File: config.mk
export PLATFORM = sky130hd
export DESIGN_NAME = muldiv_seq
export DESIGN_NICKNAME = d
export VERILOG_FILES = /design/src/rtl/riscv_pkg.sv /design/src/rtl/md_negate.sv /design/src/rtl/muldiv_seq.sv
export SDC_FILE = /design/constraint.sdc
export NUM_CORES = 1
export LEC_CHECK = 0
export CAP_MARGIN = 20
export CELL_PAD_IN_SITES_DETAIL_PLACEMENT = 1
export CELL_PAD_IN_SITES_GLOBAL_PLACEMENT = 1
export CORE_ASPECT_RATIO = 1.25
export CORE_UTILIZATION = 46
export DETAILED_ROUTE_END_ITERATION = 7
export PLACE_DENSITY = 0.94
export SLEW_MARGIN = 10
export SYNTH_ARGS = -nofsm -noshare
export SYNTH_HDL_FRONTEND = slang
export SYNTH_SLANG_ARGS = --single-unit
File: constraint.sdc
create_clock -name i_clk -period 13.5 [get_ports i_clk]
set_clock_uncertainty 0.2 [all_clocks]
set_input_delay 2.7 -clock i_clk [delete_from_list [all_inputs] [get_ports i_clk]]
set_output_delay 2.7 -clock i_clk [all_outputs]
set_load 0.05 [all_outputs]
File: src/rtl/riscv_pkg.sv
// riscv_pkg: types shared between the core datapath and the M-extension sequencer.
//   alu_op_e    - 4-bit opcode of the core's shared ALU (encoding owned by the ALU).
//   md_funct3_e - RV32M funct3 selector for multiply/divide instructions.
package riscv_pkg;

    typedef enum logic [3:0] {
        ALU_ADD  = 4'd0,
        ALU_SUB  = 4'd1,
        ALU_SLT  = 4'd2,
        ALU_SLTU = 4'd3,
        ALU_XOR  = 4'd4,
        ALU_OR   = 4'd5,
        ALU_AND  = 4'd6,
        ALU_SLL  = 4'd7,
        ALU_SRL  = 4'd8,
        ALU_SRA  = 4'd9,
        ALU_LUI  = 4'd10
    } alu_op_e;

    typedef enum logic [2:0] {
        MD_MUL    = 3'd0,
        MD_MULH   = 3'd1,
        MD_MULHSU = 3'd2,
        MD_MULHU  = 3'd3,
        MD_DIV    = 3'd4,
        MD_DIVU   = 3'd5,
        MD_REM    = 3'd6,
        MD_REMU   = 3'd7
    } md_funct3_e;

endpackage

File: src/rtl/md_negate.sv
// md_negate: combinational conditional two's-complement negate.
//   neg_i - 1: res_o = -val_i, 0: res_o = val_i
//   val_i - W-bit input value
//   res_o - W-bit result
module md_negate #(
    parameter int W = 64
) (
    input  logic         neg_i,
    input  logic [W-1:0] val_i,
    output logic [W-1:0] res_o
);

    assign res_o = neg_i ? (~val_i + W'(1)) : val_i;

endmodule

File: src/rtl/muldiv_seq.sv
// muldiv_seq: iterative RV32M multiply/divide sequencer that borrows the
// core's shared ALU for its per-bit add / compare / subtract.
//   i_clk, i_reset          - clock, asynchronous active-high reset
//   i_valid/o_ready         - request handshake; i_funct3, i_rs1, i_rs2 sampled on accept
//   i_flush                 - abort any in-flight operation, back to IDLE
//   o_valid/i_res_ready     - result handshake; o_result holds rd
//   o_alu_sel               - sequencer owns the ALU (core stalls)
//   o_alu_op_a/b, o_alu_op  - ALU operands and opcode
//   i_alu_data              - ALU result, combinational in the same cycle
module muldiv_seq
    import riscv_pkg::*;
#(
    parameter int XLEN  = 32,
    parameter int CNT_W = 5
) (
    input  logic            i_clk,
    input  logic            i_reset,
    input  logic            i_valid,
    output logic            o_ready,
    input  logic [2:0]      i_funct3,
    input  logic [XLEN-1:0] i_rs1,
    input  logic [XLEN-1:0] i_rs2,
    input  logic            i_flush,
    output logic            o_valid,
    input  logic            i_res_ready,
    output logic [XLEN-1:0] o_result,
    output logic            o_alu_sel,
    output logic [XLEN-1:0] o_alu_op_a,
    output logic [XLEN-1:0] o_alu_op_b,
    output logic [3:0]      o_alu_op,
    input  logic [XLEN-1:0] i_alu_data
);

    typedef enum logic [2:0] {
        S_IDLE, S_PREP, S_ITER_A, S_ITER_B, S_FIX, S_DONE
    } state_e;

    // hi_q/lo_q: {acc_hi, multiplier} for MUL*, {remainder, quotient} for DIV*.
    // mcand_q: multiplicand / divisor. sum_q: ITER_A ALU result (sum or lt flag).
    state_e           state_q, state_d;
    md_funct3_e       funct3_q, funct3_d;
    logic [XLEN-1:0]  hi_q, hi_d, lo_q, lo_d, mcand_q, mcand_d, sum_q, sum_d;
    logic [XLEN-1:0]  result_q, result_d, alu_a_q, alu_a_d, alu_b_q, alu_b_d;
    logic             ext_q, ext_d, neg_q, neg_d;
    logic [CNT_W-1:0] cnt_q, cnt_d;
    alu_op_e          alu_op_q, alu_op_d;
    logic             ready_q, valid_q, alu_sel_q;

    logic is_div, is_rem, mul_hi, neg_a, neg_b;
    assign is_div = funct3_q inside {MD_DIV, MD_DIVU, MD_REM, MD_REMU};
    assign is_rem = funct3_q inside {MD_REM, MD_REMU};
    assign mul_hi = funct3_q inside {MD_MULH, MD_MULHSU, MD_MULHU};
    // In PREP lo_q holds raw rs1 and mcand_q holds raw rs2.
    assign neg_a  = (funct3_q inside {MD_MULH, MD_MULHSU, MD_DIV, MD_REM}) && lo_q[XLEN-1];
    assign neg_b  = (funct3_q inside {MD_MULH, MD_DIV, MD_REM}) && mcand_q[XLEN-1];

    // Wide negator: abs(rs1) in PREP, final sign fix of product / q / rem in FIX.
    logic [2*XLEN-1:0] wide_in, wide_out;
    logic              wide_neg;
    logic [XLEN-1:0]   abs_b;
    assign wide_neg = (state_q == S_FIX) ? neg_q : neg_a;
    assign wide_in  = (state_q != S_FIX) ? {{XLEN{1'b0}}, lo_q} :
                      !is_div            ? {hi_q, lo_q} :
                                           {{XLEN{1'b0}}, is_rem ? hi_q : lo_q};

    md_negate #(.W(2*XLEN)) u_neg_wide (.neg_i(wide_neg), .val_i(wide_in), .res_o(wide_out));
    md_negate #(.W(XLEN))   u_neg_rs2  (.neg_i(neg_b),    .val_i(mcand_q), .res_o(abs_b));

    logic            go_iter, mul_c;
    logic [XLEN-1:0] base_hi, base_lo, mul_acc;

    // NOTE: every combinational output gets a default first so no path can infer a latch.
    always_comb begin
        state_d  = state_q;
        funct3_d = funct3_q;
        hi_d     = hi_q;
        lo_d     = lo_q;
        mcand_d  = mcand_q;
        sum_d    = sum_q;
        result_d = result_q;
        ext_d    = ext_q;
        neg_d    = neg_q;
        cnt_d    = cnt_q;
        alu_a_d  = '0;
        alu_b_d  = '0;
        alu_op_d = ALU_ADD;
        go_iter  = 1'b0;
        base_hi  = hi_q;
        base_lo  = lo_q;
        mul_c    = 1'b0;
        mul_acc  = hi_q;

        unique case (state_q)
            S_IDLE: begin
                if (i_valid) begin
                    funct3_d = md_funct3_e'(i_funct3);
                    lo_d     = i_rs1;
                    mcand_d  = i_rs2;
                    state_d  = S_PREP;
                end
            end
            S_PREP: begin
                cnt_d = '0;
                ext_d = 1'b0;
                neg_d = is_rem ? neg_a : (neg_a ^ neg_b);
                if (is_div && mcand_q == '0) begin
                    // Divide by zero: preload q=all-ones, rem=raw rs1, and let FIX
                    // pick the right one without any sign correction.
                    hi_d    = lo_q;
                    lo_d    = '1;
                    neg_d   = 1'b0;
                    state_d = S_FIX;
                end else begin
                    mcand_d = abs_b;
                    base_hi = '0;
                    base_lo = wide_out[XLEN-1:0];
                    go_iter = 1'b1;
                end
            end
            S_ITER_A: begin
                sum_d    = i_alu_data;
                state_d  = S_ITER_B;
                alu_a_d  = is_div ? hi_q : i_alu_data;
                alu_b_d  = mcand_q;
                alu_op_d = is_div ? ALU_SUB : ALU_SLTU;
            end
            S_ITER_B: begin
                if (is_div) begin
                    // Restoring step: subtract when the shifted-out bit is set or rem >= dvsr.
                    if (ext_q || !sum_q[0]) begin
                        base_hi = i_alu_data;
                        base_lo = {lo_q[XLEN-1:1], 1'b1};
                    end
                end else begin
                    // sum < mcand after ADD means the add carried out.
                    if (lo_q[0]) begin
                        mul_acc = sum_q;
                        mul_c   = i_alu_data[0];
                    end
                    base_hi = {mul_c, mul_acc[XLEN-1:1]};
                    base_lo = {mul_acc[0], lo_q[XLEN-1:1]};
                end
                if (cnt_q == CNT_W'(XLEN-1)) begin
                    hi_d    = base_hi;
                    lo_d    = base_lo;
                    state_d = S_FIX;
                end else begin
                    cnt_d   = cnt_q + CNT_W'(1);
                    go_iter = 1'b1;
                end
            end
            S_FIX: begin
                result_d = mul_hi ? wide_out[2*XLEN-1:XLEN] : wide_out[XLEN-1:0];
                state_d  = S_DONE;
            end
            S_DONE: begin
                if (i_res_ready) state_d = S_IDLE;
            end
            default: state_d = S_IDLE;
        endcase

        // Entering ITER_A: divide shifts {rhi,rem,q} left; ALU operands are
        // registered, so they are prepared from the next-state values here.
        if (go_iter) begin
            state_d = S_ITER_A;
            if (is_div) begin
                {ext_d, hi_d, lo_d} = {base_hi, base_lo, 1'b0};
                alu_a_d  = {base_hi[XLEN-2:0], base_lo[XLEN-1]};
                alu_op_d = ALU_SLTU;
            end else begin
                hi_d     = base_hi;
                lo_d     = base_lo;
                alu_a_d  = base_hi;
                alu_op_d = ALU_ADD;
            end
            alu_b_d = mcand_d;
        end

        if (i_flush) begin
            state_d  = S_IDLE;
            result_d = '0;
            cnt_d    = '0;
            alu_a_d  = '0;
            alu_b_d  = '0;
            alu_op_d = ALU_ADD;
        end
    end

    // NOTE: sequential state uses non-blocking assignments only; the next-state
    // logic above uses blocking ones so later statements see earlier results.
    always_ff @(posedge i_clk or posedge i_reset) begin
        if (i_reset) begin
            state_q   <= S_IDLE;
            funct3_q  <= MD_MUL;
            hi_q      <= '0;
            lo_q      <= '0;
            mcand_q   <= '0;
            sum_q     <= '0;
            result_q  <= '0;
            ext_q     <= 1'b0;
            neg_q     <= 1'b0;
            cnt_q     <= '0;
            alu_a_q   <= '0;
            alu_b_q   <= '0;
            alu_op_q  <= ALU_ADD;
            ready_q   <= 1'b1;
            valid_q   <= 1'b0;
            alu_sel_q <= 1'b0;
        end else begin
            state_q   <= state_d;
            funct3_q  <= funct3_d;
            hi_q      <= hi_d;
            lo_q      <= lo_d;
            mcand_q   <= mcand_d;
            sum_q     <= sum_d;
            result_q  <= result_d;
            ext_q     <= ext_d;
            neg_q     <= neg_d;
            cnt_q     <= cnt_d;
            alu_a_q   <= alu_a_d;
            alu_b_q   <= alu_b_d;
            alu_op_q  <= alu_op_d;
            ready_q   <= (state_d == S_IDLE);
            valid_q   <= (state_d == S_DONE);
            alu_sel_q <= (state_d == S_ITER_A) || (state_d == S_ITER_B);
        end
    end

    assign o_ready    = ready_q;
    assign o_valid    = valid_q;
    assign o_result   = result_q;
    assign o_alu_sel  = alu_sel_q;
    assign o_alu_op_a = alu_a_q;
    assign o_alu_op_b = alu_b_q;
    assign o_alu_op   = alu_op_q;

endmodule

# == Word-level counts from Yosys, hierarchy flattened ==
# Index checks and enable logic that the tools add are counted.
# word_totals
ff_bits,244
input_bits,104
out_inout_bits,103
# op_classes
n_addsub,3
n_eq_ne,21
mux,63
n_bitwise,3
reduce_logical,22
# ops
operator,n
2-to-1 mux 32 bit,29
one-hot mux 32 bit (2 select lines),4
2-to-1 mux 64 bit,3
one-hot mux 32 bit (3 select lines),1
"adder 64 x 1 -> 64 bit, second input constant",1
NOT 64 bit,1
"adder 32 x 1 -> 32 bit, second input constant",1
zero test 32 bit,1
NOT 32 bit,1
"== test 3 bit, second input constant",7
"== test 3 x 2 -> 1 bit, second input constant",6
2-to-1 mux 3 bit,6
one-hot mux 3 bit (6 select lines),1
"inequality test 3 bit, second input constant",5
nonzero test 3 bit,4
nonzero test 4 bit,3
2-to-1 mux 1 bit,10
2-to-1 mux 5 bit,2
one-hot mux 5 bit (2 select lines),1
2-to-1 mux 4 bit,2
"== test 3 x 1 -> 1 bit, second input constant",2
zero test 3 bit,2
2-to-1 mux 2 bit,3
"adder 5 x 1 -> 5 bit, second input constant",1
other kinds (10),15

# == Longest topological paths before layout ==
# logic_depth
word_depth,13
ltp_mapped,14
depth_no_buf,11

# == Cells and area by module ==
# From an unflattened synthesis, not the netlist that was laid out.
# hier_totals
hier_cells,1923
area_unflattened_um2,17453.0
# modules_own_cells
module,instances,cells_per_inst,area_each_um2
muldiv_seq,1,1618,15026.9
md_negate at u_neg_wide,1,206,1649.1
md_negate at u_neg_rs2,1,99,777.0

# == Least setup slack after synthesis ==
# Ideal clock, no wire load.
# synth_path
kind,input to register
startpoint,input port i_valid
endpoint,register lo_q[27]
setup_ns,0.139
arrival_ns,4.275
required_ns,13.161
setup_slack_ns,8.886
stages,9
path_cell_list,clkbuf_1 > and2_1 > clkbuf_1 > or2_2 > clkbuf_1 > clkbuf_1 > o21ai_0 > o21ai_0 > o221ai_1
# synth_via
elab_chain_len,2
# synth_rtl
element,line,rtl
from (decl),muldiv_seq.sv:18,"input logic i_valid,"
inequality test 3 bit (no line),-,
AND reduction 4 bit (no line),-,
to (signal assigned),muldiv_seq.sv:213,lo_q <= lo_d;
to (decl),muldiv_seq.sv:42,"logic [XLEN-1:0] hi_q, hi_d, lo_q, lo_d, mcand_q, mcand_d, sum_q, sum_d;"
# No other way between the ends.
# A chain may end at the register's enable or synchronous reset.

# == Final worst setup path ==
# layout_path
startpoint,register state_q[0]
endpoint,"register result_q[31], in the netlist o_result[31]"
# layout_via
elab_chain_len,8
elab_cells_between_ends,11
classes_between,1 x add/sub; 2 x eq/ne; 6 x mux; 1 x bitwise; 1 x reduce/logical
# layout_rtl
element,line,rtl
from (decl),muldiv_seq.sv:40,"state_e state_q, state_d;"
from (signal assigned),muldiv_seq.sv:210,state_q <= state_d;
inequality test 3 bit,muldiv_seq.sv:62,"assign wide_in = (state_q != S_FIX) ? {{XLEN{1'b0}}, lo_q} :"
2-to-1 mux 64 bit,muldiv_seq.sv:62,
NOT 64 bit,md_negate.sv:13,assign res_o = neg_i ? (~val_i + W'(1)) : val_i;
adder 64 x 1 -> 64 bit,md_negate.sv:13,
2-to-1 mux 64 bit,md_negate.sv:13,
2-to-1 mux 32 bit,muldiv_seq.sv:153,result_d = mul_hi ? wide_out[2*XLEN-1:XLEN] : wide_out[XLEN-1:0];
2-to-1 mux 32 bit,muldiv_seq.sv:93,unique case (state_q)
2-to-1 mux 32 bit,muldiv_seq.sv:179,if (i_flush) begin
to (signal assigned),muldiv_seq.sv:216,result_q <= result_d;
to (decl),muldiv_seq.sv:43,"logic [XLEN-1:0] result_q, result_d, alu_a_q, alu_a_d, alu_b_q, alu_b_d;"
# Parallel ways exist; a longest one is shown, timed or not. The select of a mux whose other input is x is not followed.

==> impl_summary.log <==
INFO  metric status = finished clean
INFO  metric grt_setup_unrepaired = false
INFO  metric place.detailed.instances = 2732
INFO  metric synthFlopType = sky130_fd_sc_hd__dfrtp_1
INFO  metric p_leak = 0.00865 µW
INFO  metric yosysWarnings = 0
INFO  metric crit_arrival = 5.63 ns
INFO  metric vias_per_cell = 6.98
INFO  metric synth_async_sr_flop_share = 100%
INFO  metric worstSetupStartpointType = register
INFO  metric whs_endpoint = sum_q[20]
INFO  metric cp_slowest_stage_delay = 0.86 ns
INFO  metric drt_pre_antenna_iters = 8
INFO  metric tritoncts = done
INFO  metric floorplan.die.width = 179 µm
INFO  metric die_height = 223 µm
INFO  metric ff2ff_setup_slack = 8.14 ns
INFO  metric grt_max_degree = 128
INFO  metric fin_cells = 2792
INFO  metric r2r_end = o_result[31]
INFO  metric area_of_the_multi_input_gates = 10800 µm²
INFO  metric drive_above_1_share = 7.18%
INFO  metric cts-resized-gates = 0
INFO  metric timing.hold.ws = 0.278 ns
INFO  metric max_slew.worst_pin.slew = 1.10 ns
INFO  metric period_share = 39.7%
INFO  metric fin_setup_tns = 0 ns
INFO  metric finish.net_count = 2383
INFO  metric cts_max_path_buffers = 3
INFO  metric post_synth_inst_count = 2261
INFO  metric timing.setup.critical_path_class = register to register
INFO  metric mappedNetlistArea = 17900 µm²
INFO  metric detailed_place_hpwl = 52200 µm
INFO  metric critPathTopFamily = simple AND/OR/NAND/NOR gates
INFO  metric antenna_violating_nets_post_route = 0
INFO  metric numCtsBuffers = 30
INFO  metric cts-hold-fix-buffers = 0
INFO  metric pwr_density = 274 nW/µm²
INFO  metric area_growth_syn_to_layout = 17.1%
INFO  metric maxCapViolCount = 0
INFO  metric synth_edf_count = 0
INFO  metric timing.hold.worst.class = register to register
INFO  metric place.gp.congestion = 1.04
INFO  metric cts.htree.levels = 1
INFO  metric report.final.hold_viol_count = 0
INFO  metric cp_num_buf_inv = 1
INFO  metric critical_path_peak_fanout = 76
INFO  metric port_buffers = 204
INFO  metric design.die.area = 39800 µm²
INFO  metric slew_violations = 0
INFO  metric syn_area_per_cell = 7.93 µm²
INFO  metric wl_per_cell = 28.8 µm
INFO  metric final_core_util = 54.9%
INFO  metric floorplan.io_pins = 207
INFO  metric num_vias = 19500
INFO  metric clk-insertion-delay-late = 0.62 ns
INFO  metric min_clock_period_post_route = 5.36 ns
INFO  metric rows = 80
INFO  metric ys_ff_latch = 242
INFO  metric synth.distinct_cells = 86
INFO  metric drt_wirelength = 80400 µm
INFO  metric number_of_violations_reported_at_the_end_of_detailed_routing_iteration_0 = 1951
INFO  metric final-setup-viol-count = 0
INFO  metric grt_first_pass_wirelength = 123000 µm
INFO  metric hp-start = sum_q[20]
INFO  metric grt_antenna_before_repair = 1
INFO  metric path_clk_slew = 0.07 ns
INFO  metric via_count_of_the_first_global_routing_pass = 20400
INFO  metric cp_cell_sequence = buf_4 -> or3b_2 -> o211ai_1 -> a22oi_1 -> nand4_1 -> nor2b_1 -> a21oi_1 -> mux2i_1 -> a2111oi_0
INFO  metric synth-seq-area-share = 33.8%
INFO  metric globalRouteOverflowTotal = 0
INFO  metric p_total = 5740 µW
INFO  metric cts-root-buf = sky130_fd_sc_hd__clkbuf_16
INFO  metric timing.fmax = 187 MHz
INFO  metric number_of_sinks_handled_by_clock_tree_synthesis = 242
INFO  metric depth_of_the_worst_register_to_register_path = 9
INFO  metric regToRegStartpoint = state_q[0]
INFO  metric track_usage = 40.6%
INFO  metric critical_path.endpoint_type = register
INFO  metric post-cts-setup-buffers = 0
INFO  metric ir_worst_vdd = 150 µV
INFO  metric worst-endpoint-required = 13.78 ns
INFO  metric post-route-drc-count = 0
INFO  metric floorplan.core_area = 38200 µm²
INFO  metric holdPathStages = 2
INFO  metric register_area = 6060 µm²
INFO  metric fillers = 4523
INFO  metric critical_path.slowest_cell = sky130_fd_sc_hd__or3b_2
INFO  metric start_util = 46.9%
INFO  metric timing.max_slew.rel_slack = 26.8%
-- cell usage after synthesis, types with 40 or more instances --
cell | n | area share (%)
sky130_fd_sc_hd__nand2_1 | 261 | 5.5
sky130_fd_sc_hd__dfrtp_1 | 241 | 34
sky130_fd_sc_hd__nor2_1 | 234 | 4.9
sky130_fd_sc_hd__nor3_1 | 64 | 1.8
sky130_fd_sc_hd__mux2i_1 | 151 | 8.4
sky130_fd_sc_hd__a21oi_1 | 237 | 6.6
sky130_fd_sc_hd__o21ai_0 | 96 | 2.7
sky130_fd_sc_hd__a22o_1 | 40 | 2.0
sky130_fd_sc_hd__a211oi_1 | 74 | 3.1
sky130_fd_sc_hd__o22ai_1 | 58 | 2.0
sky130_fd_sc_hd__nor2b_1 | 41 | 1.4
sky130_fd_sc_hd__clkbuf_1 | 203 | 4.3
-- sequential cells by signal (all words and copies together) (netlist names) --
signal,flops
sum_q,32
o_alu_op_a,32
o_alu_op_b,32
o_valid,1
funct3_q,3
state_q,3
o_alu_sel,1
ext_q,1
o_ready,1
o_alu_op,2
o_result,32
mcand_q,32
neg_q,1
lo_q,32
hi_q,32
cnt_q,5
-- cell type report --
cell class / instances / area share [%]
Antenna cell: 1 / 0.0119
Clock buffer: 39 / 4.03
Clock inverter: 17 / 0.966
Inverter: 13 / 0.268
Multi-Input combinational cell: 1739 / 51.5
Sequential cell: 242 / 28.9
Tap cell: 492 / 2.93
Timing Repair Buffer: 249 / 11.3
-- cell families (layout without fill, tap and decap cells) --
kind of cell | after synthesis | after routing | synth area share, %
compound gates | 764 | 764 | 28.0
simple gates | 742 | 742 | 19.0
buf+inv | 281 | 318 | 6.39
flops | 242 | 242 | 33.8
mux | 176 | 176 | 10.0
xor+xnor | 51 | 51 | 2.49
fa+ha+maj | 4 | 4 | 0.279
other cells | 1 | 3 | 0.0209
-- placed cells by master, fill, tap and decap left out, types with 30 or more instances in the layout --
cell type	Yosys	routed
sky130_fd_sc_hd__nor2b_1	41	39
sky130_fd_sc_hd__buf_4	8	43
sky130_fd_sc_hd__a31oi_1	38	38
sky130_fd_sc_hd__o22a_1	30	30
sky130_fd_sc_hd__nor3_1	64	62
sky130_fd_sc_hd__a21oi_1	237	237
sky130_fd_sc_hd__a22o_1	40	40
sky130_fd_sc_hd__o21ai_0	96	96
sky130_fd_sc_hd__clkdlybuf4s50_1	0	202
sky130_fd_sc_hd__clkbuf_16	0	31
sky130_fd_sc_hd__xnor2_1	38	38
sky130_fd_sc_hd__nor2_1	234	230
sky130_fd_sc_hd__nand2_1	261	259
sky130_fd_sc_hd__a211oi_1	74	74
sky130_fd_sc_hd__dfrtp_1	241	238
sky130_fd_sc_hd__o22ai_1	58	58
sky130_fd_sc_hd__a21o_1	39	39
sky130_fd_sc_hd__mux2i_1	151	151
-- routing by layer --
layer	vias to the layer above	GRT usage (%)	share of wire [%]	wire length, µm
met4	0	27.0	7.4	5920
met5	-	0	0	0
li1	8283	-	-	-
met2	1134	65.9	47	38100
met3	383	11.1	9.3	7460
met1	9700	46.2	36	28900
-- per-stage QoR --
stage	cell area, µm²	setup WS, ns
detailed placement	19900	8.02
CTS	20900	8.40
finish	21000	8.14
global route	21000	7.93
floorplan	17900	3.96
global placement	19900	8.17
-- worst register-to-register path: stages, from the launching register on --
cell	delay, ns
sky130_fd_sc_hd__dfrtp_2	0.34
sky130_fd_sc_hd__buf_4	0.63
sky130_fd_sc_hd__or3b_2	0.87
sky130_fd_sc_hd__o211ai_1	0.32
sky130_fd_sc_hd__a22oi_1	0.80
sky130_fd_sc_hd__nand4_1	0.67
sky130_fd_sc_hd__nor2b_1	0.70
sky130_fd_sc_hd__a21oi_1	0.16
sky130_fd_sc_hd__mux2i_1	0.14
sky130_fd_sc_hd__a2111oi_0	0.39
-- power by group --
group	internal (µW)	total [µW]	switching, µW	leakage (µW)
combinational	1140	3260	2120	0.00508
sequential	978	1600	618	0.00306
clock	518	881	363	0.000509
-- worst max path at each step --
| stage | from | end | slack [ns] | cells after the start |
|---|---|---|---|---|
| after floorplan | i_reset | cnt_q[0] | 3.96 | 1 |
| after global placement | i_valid | lo_q[26] | 8.17 | 7 |
| after detailed placement | i_valid | lo_q[26] | 8.02 | 7 |
| after CTS | state_q[0] | o_result[31] | 8.40 | 9 |
| after global routing | state_q[0] | o_result[31] | 7.93 | 9 |
| final | state_q[0] | o_result[31] | 8.14 | 9 |
Note: power is estimated with default switching activity, not from simulation.
==> edit, RTL diff (config.mk and constraints unchanged) <==
Make the reset (`i_reset`) synchronous in one clocked block. Comments in the files are not updated.
--- a/src/rtl/muldiv_seq.sv
+++ b/src/rtl/muldiv_seq.sv
@@ -189,5 +189,5 @@
     // NOTE: sequential state uses non-blocking assignments only; the next-state
     // logic above uses blocking ones so later statements see earlier results.
-    always_ff @(posedge i_clk or posedge i_reset) begin
+    always_ff @(posedge i_clk) begin
         if (i_reset) begin
             state_q   <= S_IDLE;
Behaviour: differs if i_reset is asserted again (counterexample within 4 cycles, from zero or initial values and one cycle with i_reset high); with i_reset held inactive, the same outputs for 4 cycles.
==> edit against the unedited design <==
Worst setup slack gained 240 ps; sequential cell count unchanged; cell area fell by 5.4%; synthesized cell count is 1.1% lower; worst hold slack worse by 17 ps; utilization increased by 0.96 points; synthesized area is 6.8% lower; count of clock-buffer cells in the layout decreased by 5; routed wire length up 1.5%; critical path type unchanged; largest cell class unchanged.
Power is not compared: it rests on default switching activity, and its combinational part moved more than twofold at a synthesized area within 25%.
==> edit: results (changes against the unedited design) <==
** Detailed routing
- The number of search-and-repair iterations in the first detailed-routing pass is 6 (-2).
- Routed wire length :: 81,610 um (+1.5%)
- Routed length per instance :: 29.50 um (+2.5%)
- Met1 layer wirelength in the final routing :: 29,440 um (+2.0%)
- In this run the top signal layer used is met5.
- Vias :: 19,660 (+0.84%)
- Met2 WL post-DR :: 38,520 um (+1.0%)
- The detailed-routed wire length on met3 came to 6749 um (-9.5%).
- The initial DRC count came to 2,073 (+6.3%).

** Clock network
- Worst-skew pair later-pin latency :: 590 ps (-30 ps)

** Place
- Estimated wirelength of the detail-placed design :: 55,160 um (+5.7%)
- The placed standard-cell area was 18,780 sq um (-5.6%).

** Run status
- The run finished with clean final reports.

** Critical path
- Worst setup path startpoint :: funct3_q[2]
- Cell family with most CP delay :: compound AO/OA/AOI/OAI gates
- The data arrival time at the worst-slack endpoint is 5400 ps (-230 ps).
- Largest fanout on the critical path :: 49 (-36%)
- The biggest cell delay along the critical path came to 980 ps (+120 ps).
- Worst R2R Setup Slack :: 8390 ps (+240 ps)
- The worst-case reg-to-reg path depth came to 7 (-2).

** Synth
- Number of distinct library cell variants in the gate-level netlist after synthesis :: 98 (+14%)
- The fraction of the yosys area taken by sequential cells is 0.2901 (-0.04784).
- The portion of netlist area occupied by mux cells was 0.07897 (-0.02107).
- Compound-Gate Fraction of Synth Area :: 0.3448 (+0.06431)
- Sorting the synthesized cells by how often they occur yields sky130_fd_sc_hd__dfxtp_1 (242), sky130_fd_sc_hd__nor2_1 (235), sky130_fd_sc_hd__a21oi_1 (210).
- Post-synthesis area per instance :: 7.472 sq um (-5.7%)

** GRT
- The met3 track demand over resource was 0.08232 (-0.02890).
- Met2 usage in global routing :: 0.7145 (+0.05523)
- The global-route wire length before repair is 123,600 um (+0.17%).

** Timing
- Actual transition at the worst max-transition pin :: 1114 ps (+16.49 ps)
- The post-route worst hold slack was 261.2 ps (-16.58 ps).
- The post-route fraction of the period consumed by the critical path was 0.3787 (-0.01805).

** Hold path
- The worst hold path begins at sum_q[20].

** Cells and area
- The final-layout fill cell count was 4,306 (-4.8%).
- Net count reported at finish :: 2,376 (-0.29%)
edit: changes by cell type after synthesis, sizes merged, moves of 26 or more:
cell	delta
dfxtp	+242
dfrtp	-241
a211oi	+63
nand2	-51
a22o	-37
o32ai	+32
a21o	-29
o22a	-28
a21oi	-27
a21boi	+26
mux2i	-26
o21ai	+26
edit: area by class of cell:
class / count / area (sq um) / share of cell area
Sequential cell: 242 / 4850 / 0.2443
Antenna cell: 3 / 7.507 / 0.0003782
Inverter: 20 / 75.07 / 0.003782
Clock inverter: 17 / 255.2 / 0.01286
Timing Repair Buffer: 258 / 2452 / 0.1236
Clock buffer: 34 / 773.2 / 0.03896
Multi-Input combinational cell: 1719 / 10840 / 0.5462
Tap cell: 474 / 593.1 / 0.02988
edit: path summary, 6_finish.rpt:
check	endpoint
setup / recovery	lo_q[19]
hold / removal	sum_q[20]
setup reg to reg	lo_q[19]
hold reg to reg	sum_q[20]
